==> src/rtl/seq_divider_pkg.sv <==
// Shared constants and state encoding for the sequential restoring divider.
package seq_divider_pkg;

    localparam int unsigned DW_DEFAULT = 16;
    localparam int unsigned VW_DEFAULT = 8;
    localparam int unsigned CNT_W      = 4;

    typedef enum logic [2:0] {
        StIdle     = 3'b000,
        StBusy     = 3'b001,
        StFixup    = 3'b010,
        StCalcDone = 3'b100,
        StErr      = 3'b101
    } state_e;

endpackage

==> src/rtl/seq_divider_div_step.sv <==
// One combinational restoring-division iteration: shift in a dividend bit, trial-subtract.
module div_step #(
    parameter int unsigned VW = 8
) (
    input  logic [VW-1:0] part_rem,
    input  logic          dvd_bit,
    input  logic [VW-1:0] divisor,
    output logic [VW-1:0] rem_next,
    output logic          q_bit
);

    logic [VW+1:0] shifted;
    logic [VW+1:0] trial;

    always_comb begin
        shifted = {1'b0, part_rem, dvd_bit};
        trial   = shifted - {2'b00, divisor};
        // Partial remainder stays below the divisor, so either result fits in VW bits.
        q_bit    = ~trial[VW+1];
        rem_next = q_bit ? trial[VW-1:0] : shifted[VW-1:0];
    end

endmodule

==> src/rtl/seq_divider.sv <==
// Sequential 16/8 restoring divider, one quotient bit per clock, start/done handshake.
// SEQ_DIVIDER_SIGNED_EN selects two's-complement operands with one extra sign fix-up cycle.
module seq_divider
    import seq_divider_pkg::*;
#(
    parameter int unsigned DW = DW_DEFAULT,
    parameter int unsigned VW = VW_DEFAULT
) (
    input  logic          clk,
    input  logic          reset_a,
    input  logic          start,
    input  logic [DW-1:0] dividend,
    input  logic [VW-1:0] divisor,
    output logic [DW-1:0] quotient,
    output logic [VW-1:0] remainder,
    output logic          done,
    output logic          busy,
    output logic          div_zero,
    output logic [2:0]    state_out
);

    state_e             state_q;
    logic [CNT_W-1:0]   count_q;
    logic [DW-1:0]      work_q;
    logic [VW-1:0]      dvs_q;
    logic [VW-1:0]      part_rem_q;
    logic               zero_wait_q;

    logic [VW-1:0]      rem_next;
    logic               q_bit;
    logic               accept;
    logic               last_iter;
    logic [DW-1:0]      dvd_in;
    logic [VW-1:0]      dvs_in;

`ifdef SEQ_DIVIDER_SIGNED_EN
    logic               neg_q_q;
    logic               neg_r_q;

    // Divide magnitudes; -32768 maps onto itself and reads correctly as unsigned 32768.
    assign dvd_in = dividend[DW-1] ? -dividend : dividend;
    assign dvs_in = divisor[VW-1] ? -divisor : divisor;
`else
    assign dvd_in = dividend;
    assign dvs_in = divisor;
`endif

    assign accept    = start && (state_q == StIdle || state_q == StErr);
    assign last_iter = (count_q == CNT_W'(DW - 1));
    assign state_out = state_q;

    div_step #(
        .VW (VW)
    ) u_div_step (
        .part_rem (part_rem_q),
        .dvd_bit  (work_q[DW-1]),
        .divisor  (dvs_q),
        .rem_next (rem_next),
        .q_bit    (q_bit)
    );

    always_ff @(posedge clk or negedge reset_a) begin
        if (!reset_a) begin
            state_q     <= StIdle;
            count_q     <= '0;
            work_q      <= '0;
            dvs_q       <= '0;
            part_rem_q  <= '0;
            zero_wait_q <= 1'b0;
            quotient    <= '0;
            remainder   <= '0;
            done        <= 1'b0;
            busy        <= 1'b0;
            div_zero    <= 1'b0;
`ifdef SEQ_DIVIDER_SIGNED_EN
            neg_q_q     <= 1'b0;
            neg_r_q     <= 1'b0;
`endif
        end else begin
            done <= 1'b0;
            if (accept) begin
                count_q    <= '0;
                part_rem_q <= '0;
                work_q     <= dvd_in;
                dvs_q      <= dvs_in;
                div_zero   <= (divisor == '0);
`ifdef SEQ_DIVIDER_SIGNED_EN
                neg_q_q    <= dividend[DW-1] ^ divisor[VW-1];
                neg_r_q    <= dividend[DW-1];
`endif
                if (divisor == '0) begin
                    quotient    <= '1;
                    remainder   <= '0;
                    zero_wait_q <= 1'b1;
                    state_q     <= StCalcDone;
                end else begin
                    busy    <= 1'b1;
                    state_q <= StBusy;
                end
            end else begin
                case (state_q)
                    StIdle: state_q <= StIdle;
                    StBusy: begin
                        if (start) begin
                            busy    <= 1'b0;
                            state_q <= StErr;
                        end else begin
                            work_q     <= {work_q[DW-2:0], q_bit};
                            part_rem_q <= rem_next;
                            count_q    <= count_q + 1'b1;
                            if (last_iter) begin
                                quotient  <= {work_q[DW-2:0], q_bit};
                                remainder <= rem_next;
                                busy      <= 1'b0;
`ifdef SEQ_DIVIDER_SIGNED_EN
                                state_q   <= StFixup;
`else
                                done      <= 1'b1;
                                state_q   <= StCalcDone;
`endif
                            end
                        end
                    end
`ifdef SEQ_DIVIDER_SIGNED_EN
                    StFixup: begin
                        if (neg_q_q) quotient <= -quotient;
                        if (neg_r_q) remainder <= -remainder;
                        done    <= 1'b1;
                        state_q <= StCalcDone;
                    end
`endif
                    StCalcDone: begin
                        // Divide-by-zero lingers one cycle here so done lands one edge after accept.
                        if (zero_wait_q) begin
                            zero_wait_q <= 1'b0;
                            done        <= 1'b1;
                            state_q     <= start ? StErr : StCalcDone;
                        end else begin
                            state_q <= start ? StErr : StIdle;
                        end
                    end
                    StErr:   state_q <= StErr;
                    default: begin
                        busy    <= 1'b0;
                        state_q <= StIdle;
                    end
                endcase
            end
        end
    end

endmodule

==> config.mk <==
export PLATFORM = sky130hd
export DESIGN_NAME = seq_divider
export DESIGN_NICKNAME = d
export VERILOG_FILES = /design/src/rtl/seq_divider_pkg.sv /design/src/rtl/seq_divider_div_step.sv /design/src/rtl/seq_divider.sv
export SDC_FILE = /design/constraint.sdc
export NUM_CORES = 1
export LEC_CHECK = 0
export CORE_MARGIN = 2
export CORE_UTILIZATION = 50
export CTS_BUF_LIST = sky130_fd_sc_hd__clkbuf_16
export DETAILED_ROUTE_END_ITERATION = 8
export PLACE_DENSITY_LB_ADDON = 0.05
export SLEW_MARGIN = 5
export SYNTH_ARGS = -nofsm -noshare
export SYNTH_HDL_FRONTEND = slang
export SYNTH_SLANG_ARGS = --single-unit
==> constraint.sdc <==
create_clock -name clk -period 5.6 [get_ports clk]
set_clock_uncertainty 0.15 [all_clocks]
set_input_delay 1.12 -clock clk [delete_from_list [all_inputs] [get_ports clk]]
set_output_delay 1.12 -clock clk [all_outputs]
set_load 0.005 [all_outputs]
After elaboration in Yosys (flattened, before gate mapping)

Index checks and enable logic that the tools add are counted.

Register bits: 67
Logic and storage cells: 76
Input port bits: 27
Output and inout port bits: 30

Add/sub/neg operators: 2
Multiplexer cells: 41
Bitwise gates (word level): 1
Reductions and logical operators: 12
Eq/ne operators: 9

Operator list:

| cell                                                | count |
|---|---|
| two-way mux 16 bit                                  | 8 |
| two-way mux 8 bit                                   | 9 |
| two-way mux 3 bit                                   | 6 |
| two-way mux 1 bit                                   | 12 |
| two-way mux 4 bit                                   | 3 |
| subtractor 9 x 8 -> 10 bit                          | 1 |
| one-hot mux 3 bit (3 select lines)                  | 1 |
| logical NOT 8 bit                                   | 1 |
| equality test 3 bit, second input constant          | 2 |
| != test 2 x 1 -> 1 bit, second input constant       | 3 |
| nonzero test 2 bit                                  | 3 |
| adder 4 x 1 -> 4 bit, second input constant         | 1 |
| equality test 4 bit, second input constant          | 1 |
| != test 4 bit, second input constant                | 1 |
| one-hot mux 1 bit (2 select lines)                  | 2 |
| AND reduction 2 bit                                 | 2 |
| AND reduction 4 bit                                 | 1 |
| equality test 3 x 1 -> 1 bit, second input constant | 1 |
| logical NOT 3 bit                                   | 1 |
| AND reduction 3 bit                                 | 1 |
| OR reduction 3 bit                                  | 1 |
| != test 2 bit, second input constant                | 1 |
| logical AND 1 bit                                   | 1 |
| logical OR 1 bit                                    | 1 |
| inverter 1 bit                                      | 1 |

Logic depth before layout (Yosys ltp)

Gate-level depths: netlist (run 1).

Depth after elaboration: 6
Depth in mapped cells: 9
Gate-level depth less buffers: 9

By module

Synthesis (run 1) repeated with hierarchy kept, for this count alone.

Cell total of the unflattened synthesis: 337
Area total of the unflattened synthesis: 3,377.0 um2

Modules (own cells, without submodules):

| module      | sequential area each (um2) | cells each | area each (um2) | times used |
|---|---|---|---|---|
| seq_divider | 1,651.6                    | 277        | 2,880.3         | 1 |
| div_step    | 0.0                        | 60         | 496.7           | 1 |

Worst setup path before layout (run 1)

OpenSTA, ideal clock, no wires.

Path kind: in2reg
Start: input port divisor[1]
End: register remainder[2]
Data arrival time: 2.321 ns
Buffers on the path: 0
Data required time: 5.325 ns
Stages on the path: 5
Slack: 3.004 ns
Setup time: 0.125 ns
Cells stage by stage: or4_1 nor2_1 nand2_1 nand2_4 mux2_4

Cells in the longest elaborated chain, start to end: 3

RTL lines:

| what                                    | RTL line           | RTL |
|---|---|---|
| start, declared                         | seq_divider.sv:13  | `input logic [VW-1:0] divisor,` |
| logical NOT 8 bit                       | seq_divider.sv:91  | `if (divisor == '0) begin` |
| != test 2 x 1 -> 1 bit (no source line) | -                  |  |
| AND reduction 4 bit (no source line)    | -                  |  |
| end signal, assigned                    | seq_divider.sv:113 | `remainder <= rem_next;` |
| end, declared                           | seq_divider.sv:15  | `output logic [VW-1:0] remainder,` |

Every way passes these cells.
A chain may end at the register's enable or synchronous reset.

Worst setup path after layout (run 1)

Start: input port divisor[5]
End: register remainder[4]

The elaborated chain is that of the path after synthesis.

==> impl_metrics.json, run 1 <==
{
  "grt_pass1_wl_um": 11720,
  "required_ns": 5.65,
  "synth_edf_count": 0,
  "power_density_mw_per_mm2": 596.7,
  "synth-main-ff-cell": "dfrtp_1",
  "rsz0062_at_grt": "false",
  "syn_area_mm2": 0.003228,
  "max-cap-violations": 0,
  "synth-seq-cells": 66,
  "ys_seq_area_share_pct": 51.16,
  "antennaDiodeCount": 0,
  "cp.arrival_ns": 3.14,
  "dp_hpwl_um": 4698,
  "ctsResizeCount": 0,
  "fin_worst_hold_slack_ns": 0.3551,
  "ir_worst_vdd_mv": 0.3973,
  "io_pins": 57,
  "syn_inst": 349,
  "grt-ovfl-total": 0,
  "cts-buffers-inserted": 9,
  "clk_pin_slew_ns": 0.05,
  "drc": 0,
  "grt_antenna_before_repair": 0,
  "rows": 29,
  "tightest_slew_ns": 0.8084,
  "start_kind": "input port",
  "syn_area_per_cell_um2": 9.250,
  "wl_per_cell_um": 14.14,
  "status": "finished, final reports clean",
  "slew_viol_final": 0,
  "async_flop_share_pct": 100.0,
  "root_buffer": "clkbuf_16",
  "dieArea_mm2": 0.007115,
  "synth_top_area_share_pct": 51.16,
  "clk_latency_ns": 0.33,
  "dp_cells": 467,
  "post-cts-setup-buffers": 0,
  "finalSetupViolCount": 0,
  "grt_usage_pct": 20.77,
  "gp_congestion": 0.7950,
  "cts_buffer_depth": 2,
  "path_max_fanout": 45,
  "place_ws_ns": 2.182,
  "max_clock_freq_mhz": 324.0,
  "crit_path_end_kind": "flip-flop",
  "postCtsHoldBufs": 0,
  "grt_max_degree": 67,
  "start_util_pct": 51.13,
  "die_h_um": 84.35,
  "max_slew_margin_pct": 46.11,
  "period_share_pct": 55.11,
  "fin_area_mm2": 0.004115,
  "firstDrtPassIters": 4,
  "drtIter0Drc": 149,
  "antenna_left": 0,
  "synth-warning-count": 0,
  "final-hold-violation-count": 0,
  "finalNetCount": 442,
  "fin_ws_ns": 2.514,
  "path_class": "input port to flip-flop",
  "totalWireLength_um": 6830,
  "yosysTopAreaCell": "dfrtp_1",
  "min-delay-path-class": "flip-flop to flip-flop",
  "cts_tree": "built",
  "finalPower_mw": 2.456,
  "post-route-util_pct": 65.18,
  "fp.dieW_um": 84.35,
  "port_buffers": 55,
  "fin_setup_tns_ns": 0,
  "drive_gt1_share_pct": 8.128,
  "stdcell_count": 483,
  "vias": 2588,
  "fillers": 515,
  "leakage_nw": 1.879,
  "core_mm2": 0.006314,
  "vias_per_cell": 5.358,
  "synth_top_cells_by_area": "dfrtp_1 (51%), nor2_1 (7.7%), nand2_1 (6.0%)",
  "yosysUniqueCellTypes": 46,
  "syn_to_final_growth_pct": 27.48,
  "clkSinkCount": 66,
  "placed_area_mm2": 0.003805,
  "first_global_vias": 2580,
  "fin_crit_ns": 3.086,
  "h-tree-depth": 3,
  "synth_nets": 390
}
==> cell type report <==
class                      instances  area (um2)  area share [%]
sequential                        66        1652           40.13
multi-input combinational        249        1421           34.54
tap                               77       96.34           2.341
clock inverter                     7       85.08           2.067
timing repair buffer              59       575.6           13.99
inverter                          16       60.06           1.459
clock buffer                       9       225.2           5.473
==> logic make-up after synthesis <==
| kind of cell | synth area share, % |
|---|---|
| AND/OR/NAND/NOR | 17.91 |
| adder cells (fa/ha/maj) | 5.659 |
| multiplexers | 2.442 |
| other | 0.1162 |
| flip-flops | 51.16 |
| buffers and inverters | 4.884 |
| AO/OA/AOI/OAI | 17.02 |
| XOR/XNOR | 0.8141 |
==> power by group <==
part	leakage [nW]	switching [mW]	total [mW]	internal, mW
registers	0.841	0.117	0.759	0.642
logic	0.885	0.627	1.12	0.489
clock network	0.154	0.196	0.580	0.384
==> synthesized netlist by cell type (2+ instances only) <==
library cell / instances
a21oi_1: 27
a22o_1: 4
a22oi_1: 4
a31oi_1: 19
and3_1: 2
buf_2: 3
buf_6: 3
clkbuf_1: 10
dfrtp_1: 66
ha_1: 13
inv_1: 16
mux2_2: 3
mux2_4: 3
nand2_1: 52
nand2b_1: 3
nand3_1: 2
nand4_1: 2
nor2_1: 66
nor2b_1: 3
nor3_1: 2
o21a_1: 4
o21ai_0: 15
o31ai_1: 3
xnor2_1: 2
==> cells in the final DEF, fill, tap and decap left out, types with 2 or more instances in the layout <==
cell,instances
nor2_1,66
dfrtp_1,66
clkdlybuf4s50_1,54
nand2_1,52
a21oi_1,27
a31oi_1,19
inv_1,17
o21ai_0,15
ha_1,13
clkbuf_16,9
o21a_1,4
a22oi_1,4
a22o_1,4
buf_4,4
nand2b_1,3
mux2_2,3
mux2_4,3
o31ai_1,3
nor2b_1,2
nand4_1,2
and3_1,2
xnor2_1,2
nor3_1,2
nand3_1,2
bufinv_16,2
clkinv_2,2
==> sequential cells by signal (all words and copies together) (netlist names) <==
name,cells
zero_wait_q,1
part_rem_q,8
dvs_q,8
done,1
work_q,16
count_q,4
busy,1
remainder,8
quotient,16
div_zero,1
state_out,2
==> final timing paths <==
| kind | slack [ns] | start | endpoint | cells after the start |
|---|---|---|---|---|
| hold reg to reg | 0.36 | busy | busy | 1 |
| min in group asynchronous | 0.83 | reset_a | state_out[0] | 2 |
| setup / recovery | 2.51 | divisor[5] | remainder[4] | 6 |
| setup reg to reg | 3.24 | state_out[2] | remainder[4] | 7 |
| hold / removal | 0.36 | busy | busy | 1 |
| max in group asynchronous | 3.95 | reset_a | remainder[3] | 2 |
==> routing by layer <==
layer / share of wire, % / track usage [%] / up-vias
met5: 0 / 0 / -
met4: 1.4 / 7.792 / 0
met3: 3.7 / 5.113 / 9
met2: 48 / 33.77 / 58
met1: 47 / 27.12 / 1226
li1: - / - / 1295
==> worst max-delay path, stage by stage <==
cell and delay [ns]:
clkdlybuf4s50_1 0.43, or4_4 0.55, nor2_1 0.17, nand2_1 0.12, nand2_4 0.37, mux2_4 0.35
Power figures use the tool's default switching activity.
==> run 2: changes to the inputs <==
Clock period 5.6 ns to 2.9 ns, I/O delays scaled along.
==> run 2 against run 1 <==
Net effect:
- count of clock-buffer cells in the layout unchanged
- sequential share of layout area down 0.65 points
- register-to-register slack worse by 2.7 ns
- sequential power up 92%
- non-clock buffer count up 4
- via count up 0.50%
- critical path depth up 2
- final cell count up 0.83%
- clock power up 110%
- critical endpoint is now quotient[1]
==> impl_metrics.json, run 2 (synthesized netlist as in run 1, its figures left out) <==
{
  "start_util_pct": 51.13,
  "ctsResizeCount": 0,
  "firstDrtPassIters": 4,
  "port_buffers": 55,
  "cts_tree": "built",
  "max_clock_freq_mhz": 416.8,
  "grt_antenna_before_repair": 0,
  "clk_pin_slew_ns": 0.05,
  "fillers": 522,
  "rows": 29,
  "syn_to_final_growth_pct": 29.57,
  "grt-ovfl-total": 0,
  "fin_area_mm2": 0.004183,
  "clk_latency_ns": 0.32,
  "io_pins": 57,
  "grt_max_degree": 67,
  "cts-buffers-inserted": 9,
  "root_buffer": "clkbuf_16",
  "h-tree-depth": 3,
  "first_global_vias": 2550,
  "drc": 0,
  "grt_usage_pct": 20.86,
  "fin_setup_tns_ns": 0,
  "required_ns": 3.00,
  "ir_worst_vdd_mv": 0.8435,
  "final-hold-violation-count": 0,
  "rsz0062_at_grt": "false",
  "antenna_left": 0,
  "cp.arrival_ns": 2.50,
  "slew_viol_final": 0,
  "fp.dieW_um": 84.35,
  "max-cap-violations": 0,
  "clkSinkCount": 66,
  "drive_gt1_share_pct": 9.024,
  "final_cell_mix": "nor2_1 (66), dfrtp_1 (66), clkdlybuf4s50_1 (54), nand2_1 (52), a21oi_1 (27)",
  "start_kind": "input port",
  "finalPower_mw": 4.845,
  "drtIter0Drc": 132,
  "vias_per_cell": 5.341,
  "placed_area_mm2": 0.003847,
  "fin_crit_ns": 2.399,
  "post-cts-setup-buffers": 0,
  "core_mm2": 0.006314,
  "wl_per_cell_um": 14.21,
  "power_density_mw_per_mm2": 1158,
  "finalNetCount": 446,
  "antennaDiodeCount": 0,
  "path_max_fanout": 21,
  "grt_pass1_wl_um": 11760,
  "gp_congestion": 0.7772,
  "post-route-util_pct": 66.25,
  "reg_top3": "quotient: 16 flops, work_q: 16 flops",
  "min-delay-path-class": "input port to async pin",
  "cts_buffer_depth": 2,
  "timing.rr.start": "part_rem_q[5]",
  "place_ws_ns": 0.1465,
  "dieArea_mm2": 0.007115,
  "die_h_um": 84.35,
  "path_class": "input port to flip-flop",
  "finalSetupViolCount": 0,
  "vias": 2601,
  "totalWireLength_um": 6920,
  "startpoint": "divisor[5]",
  "crit_path_end_kind": "flip-flop",
  "dp_hpwl_um": 4761,
  "leakage_nw": 1.918,
  "period_share_pct": 82.73,
  "status": "finished, final reports clean",
  "postCtsHoldBufs": 0,
  "fin_ws_ns": 0.5010
}
==> run 2: final timing paths <==
kind                            endpoint  slack [ns]  depth (start not counted)
setup reg to reg           part_rem_q[5]        0.51                          7
min in group clk                    busy        0.36                          1
hold reg to reg                     busy        0.36                          1
max in group asynchronous    quotient[4]        2.20                          2
setup / recovery             quotient[1]        0.50                          8
hold / removal                      done        0.11                          2
==> run 2: layer usage <==
layer	wire length, um	GRT usage, %
met1	3296	28.39
met2	3291	33.04
met3	256	5.506
met4	76	6.494
met5	0	0
==> run 2: layout make-up <==
class                      instances  area (um2)  area share [%]
sequential                        66        1652           39.49
multi-input combinational        249        1421           33.98
timing repair buffer              63       618.1           14.78
clock buffer                       9       225.2           5.384
clock inverter                     7       110.1           2.632
tap                               77       96.34           2.303
inverter                          16       60.06           1.436
==> run 2: power by group <==
part	internal, mW	switching [mW]	leakage, nW	total (mW)
combinational	0.960	1.21	0.909	2.17
clock	0.831	0.382	0.168	1.21
sequential	1.24	0.222	0.841	1.46
total	3.03	1.81	1.92	4.84
==> run 2: worst max-delay path, cell delays in order <==
cell	delay [ns]
clkdlybuf4s50_1	0.42
or4_4	0.54
nor2_1	0.17
nand2_1	0.12
nand2_4	0.24
buf_4	0.24
nor2_1	0.06
a21oi_1	0.11
==> run 2: metrics by stage <==
stage,hold slack (ns),instances
finish,0.1131,487
global route,0.1568,487
CTS,0.1322,487
detailed placement,0.3472,471
global placement,0.3414,471
floorplan,0.1344,349
==> run 3: changes to the inputs <==
Clock period 2.9 ns to 2.3 ns, I/O delays scaled along.
==> run 3 against run 2 <==
Net effect:
- first-iteration DRC count up 22%
- clock power up 31%
- non-clock buffer count up 30
- routed wire length up 8.2%
- register-to-register slack worse by 0.46 ns
- die area unchanged
- sequential power up 26%
- core utilization up 4.8 points
==> impl_metrics.json, run 3 (synthesized netlist as in run 1, its figures left out) <==
{
  "status": "finished, final reports clean",
  "power_frac_comb_pct": 48.8,
  "reg_top3": "quotient: 16 flops, work_q: 16 flops",
  "placed_area_mm2": 0.004048,
  "post-route-util_pct": 71.09,
  "p_clk_share_pct": 23.6,
  "finalSetupViolCount": 0,
  "start_kind": "flip-flop",
  "cts_buffer_depth": 2,
  "path_max_fanout": 2,
  "r2r_cells": 9,
  "fin_crit_ns": 2.246,
  "finalNetCount": 476,
  "grt_antenna_before_repair": 0,
  "reg2reg_to": "part_rem_q[6]",
  "clk_latency_ns": 0.33,
  "cts_tree": "built",
  "whs_path_depth": 2,
  "final-hold-violation-count": 0,
  "p_switching_mw": 2.503,
  "vias_per_cell": 5.290,
  "antennaDiodeCount": 0,
  "gp_congestion": 0.7682,
  "dp_cells": 496,
  "fin_area_mm2": 0.004488,
  "fp.dieW_um": 84.35,
  "dieArea_mm2": 0.007115,
  "h-tree-depth": 3,
  "syn_to_final_growth_pct": 39.03,
  "r2r_slack_ns": 0.05,
  "cts-buffers-inserted": 9,
  "dp_hpwl_um": 5176,
  "grt_pass1_wl_um": 12630,
  "holdCritStartpoint": "div_zero",
  "io_pins": 57,
  "max-cap-violations": 0,
  "rsz0062_at_grt": "true",
  "start_util_pct": 51.13,
  "hold_end": "div_zero",
  "root_buffer": "clkbuf_16",
  "path_class": "flip-flop to flip-flop",
  "port_buffers": 55,
  "totalWireLength_um": 7487,
  "fin_worst_hold_slack_ns": 0.3300,
  "drc": 0,
  "first_global_vias": 2736,
  "clk_pin_slew_ns": 0.06,
  "min-delay-path-class": "flip-flop to flip-flop",
  "rows": 29,
  "timing.rr.start": "work_q[15]",
  "die_h_um": 84.35,
  "drtIter0Drc": 161,
  "leakage_nw": 2.070,
  "antenna_left": 0,
  "stdcell_count": 517,
  "power_density_mw_per_mm2": 1489,
  "max_clock_freq_mhz": 445.3,
  "clkSinkCount": 66,
  "grt-ovfl-total": 0,
  "final_cell_mix": "nor2_1 (66), dfrtp_1 (66), clkdlybuf4s50_1 (54), nand2_1 (52), buf_4 (35)",
  "wl_per_cell_um": 14.48,
  "grt_max_degree": 43,
  "p_int_mw": 4.179,
  "slew_viol_final": 0,
  "vias": 2735,
  "drive_gt1_share_pct": 17.50,
  "ir_worst_vdd_mv": 1.059,
  "grt_usage_pct": 22.27,
  "pwr-share-seq_pct": 27.6,
  "core_mm2": 0.006314,
  "required_ns": 2.36,
  "crit_path_end_kind": "flip-flop",
  "period_share_pct": 97.65,
  "p_sw_share_pct": 37.46,
  "cp.arrival_ns": 2.30,
  "firstDrtPassIters": 4
}
## run 3: cell types whose count changed in the layout (fill, tap and decap cells not counted), moves of 2 or more
| cell | previous run | this run |
|---|---|---|
| a22oi_1 | 4 | 2 |
| a22oi_2 | 0 | 2 |
| clkinv_4 | 0 | 2 |
| buf_4 | 7 | 35 |
| inv_1 | 18 | 16 |
## run 3: timing repair
item,CTS,global route
endpoints found under the hold margin,16,0
gates resized for setup,7,6
buffers inserted,0,4
pin swaps,2,4
hold buffers,1,0
setup endpoints to repair,5,12
## run 3: worst max-delay path by stage
stage | start | slack (ns) | endpoint
5_1_grt | work_q[15] | -0.03 | part_rem_q[6]
2_1_floorplan | work_q[15] | 0.18 | part_rem_q[6]
4_1_cts | work_q[15] | 0.01 | part_rem_q[6]
6_report | work_q[15] | 0.05 | part_rem_q[6]
3_5_place_dp | divisor[5] | -0.20 | remainder[7]
3_3_place_gp | divisor[1] | -0.15 | remainder[7]
## run 3: per-layer routing
layer  GRT usage (%)  wire [um]
met4           7.071         89
met1           29.70       3534
met3           5.113        317
met2           36.44       3545
met5               0          0
## run 3: cell type report
type,count,area [um2]
Fill cell,520,1826
Sequential cell,66,1652
Multi-Input combinational cell,249,1478
Timing Repair Buffer,93,858.3
Clock buffer,9,225.2
Clock inverter,7,118.9
Tap cell,77,96.34
Inverter,16,60.06
## run 3: power by group through the flow
| stage | sequential [mW] | combinational [mW] | clock, mW |
|---|---|---|---|
| 2_1_floorplan | 1.79 | 2.06 | 0 |
| 3_3_place_gp | 1.84 | 2.96 | 0 |
| 3_5_place_dp | 1.85 | 3.02 | 0 |
| 4_1_cts | 1.84 | 3.12 | 1.59 |
| 5_1_grt | 1.89 | 3.65 | 1.65 |
| 6_report | 1.84 | 3.26 | 1.58 |
## run 3: per-stage QoR
| step | TNS (ns) | setup WS, ns | total power [mW] |
|---|---|---|---|
| after floorplan | 0 | 0.1837 | 3.855 |
| after detailed placement | -3.706 | -0.2026 | 4.866 |
| after CTS | 0 | 0.01399 | 6.555 |
| after global placement | -2.873 | -0.1524 | 4.796 |
| after global routing | -0.04017 | -0.03327 | 7.187 |
| final | 0 | 0.05412 | 6.683 |
## run 3: critical path, stage by stage (launching register included)
cell     delay, ns
dfrtp_1       0.39
inv_2         0.08
ha_4          0.13
fa_2          0.21
nor2b_2       0.05
o31a_1        0.25
o21a_1        0.18
or3_1         0.32
a32oi_2       0.26
a21oi_1       0.10
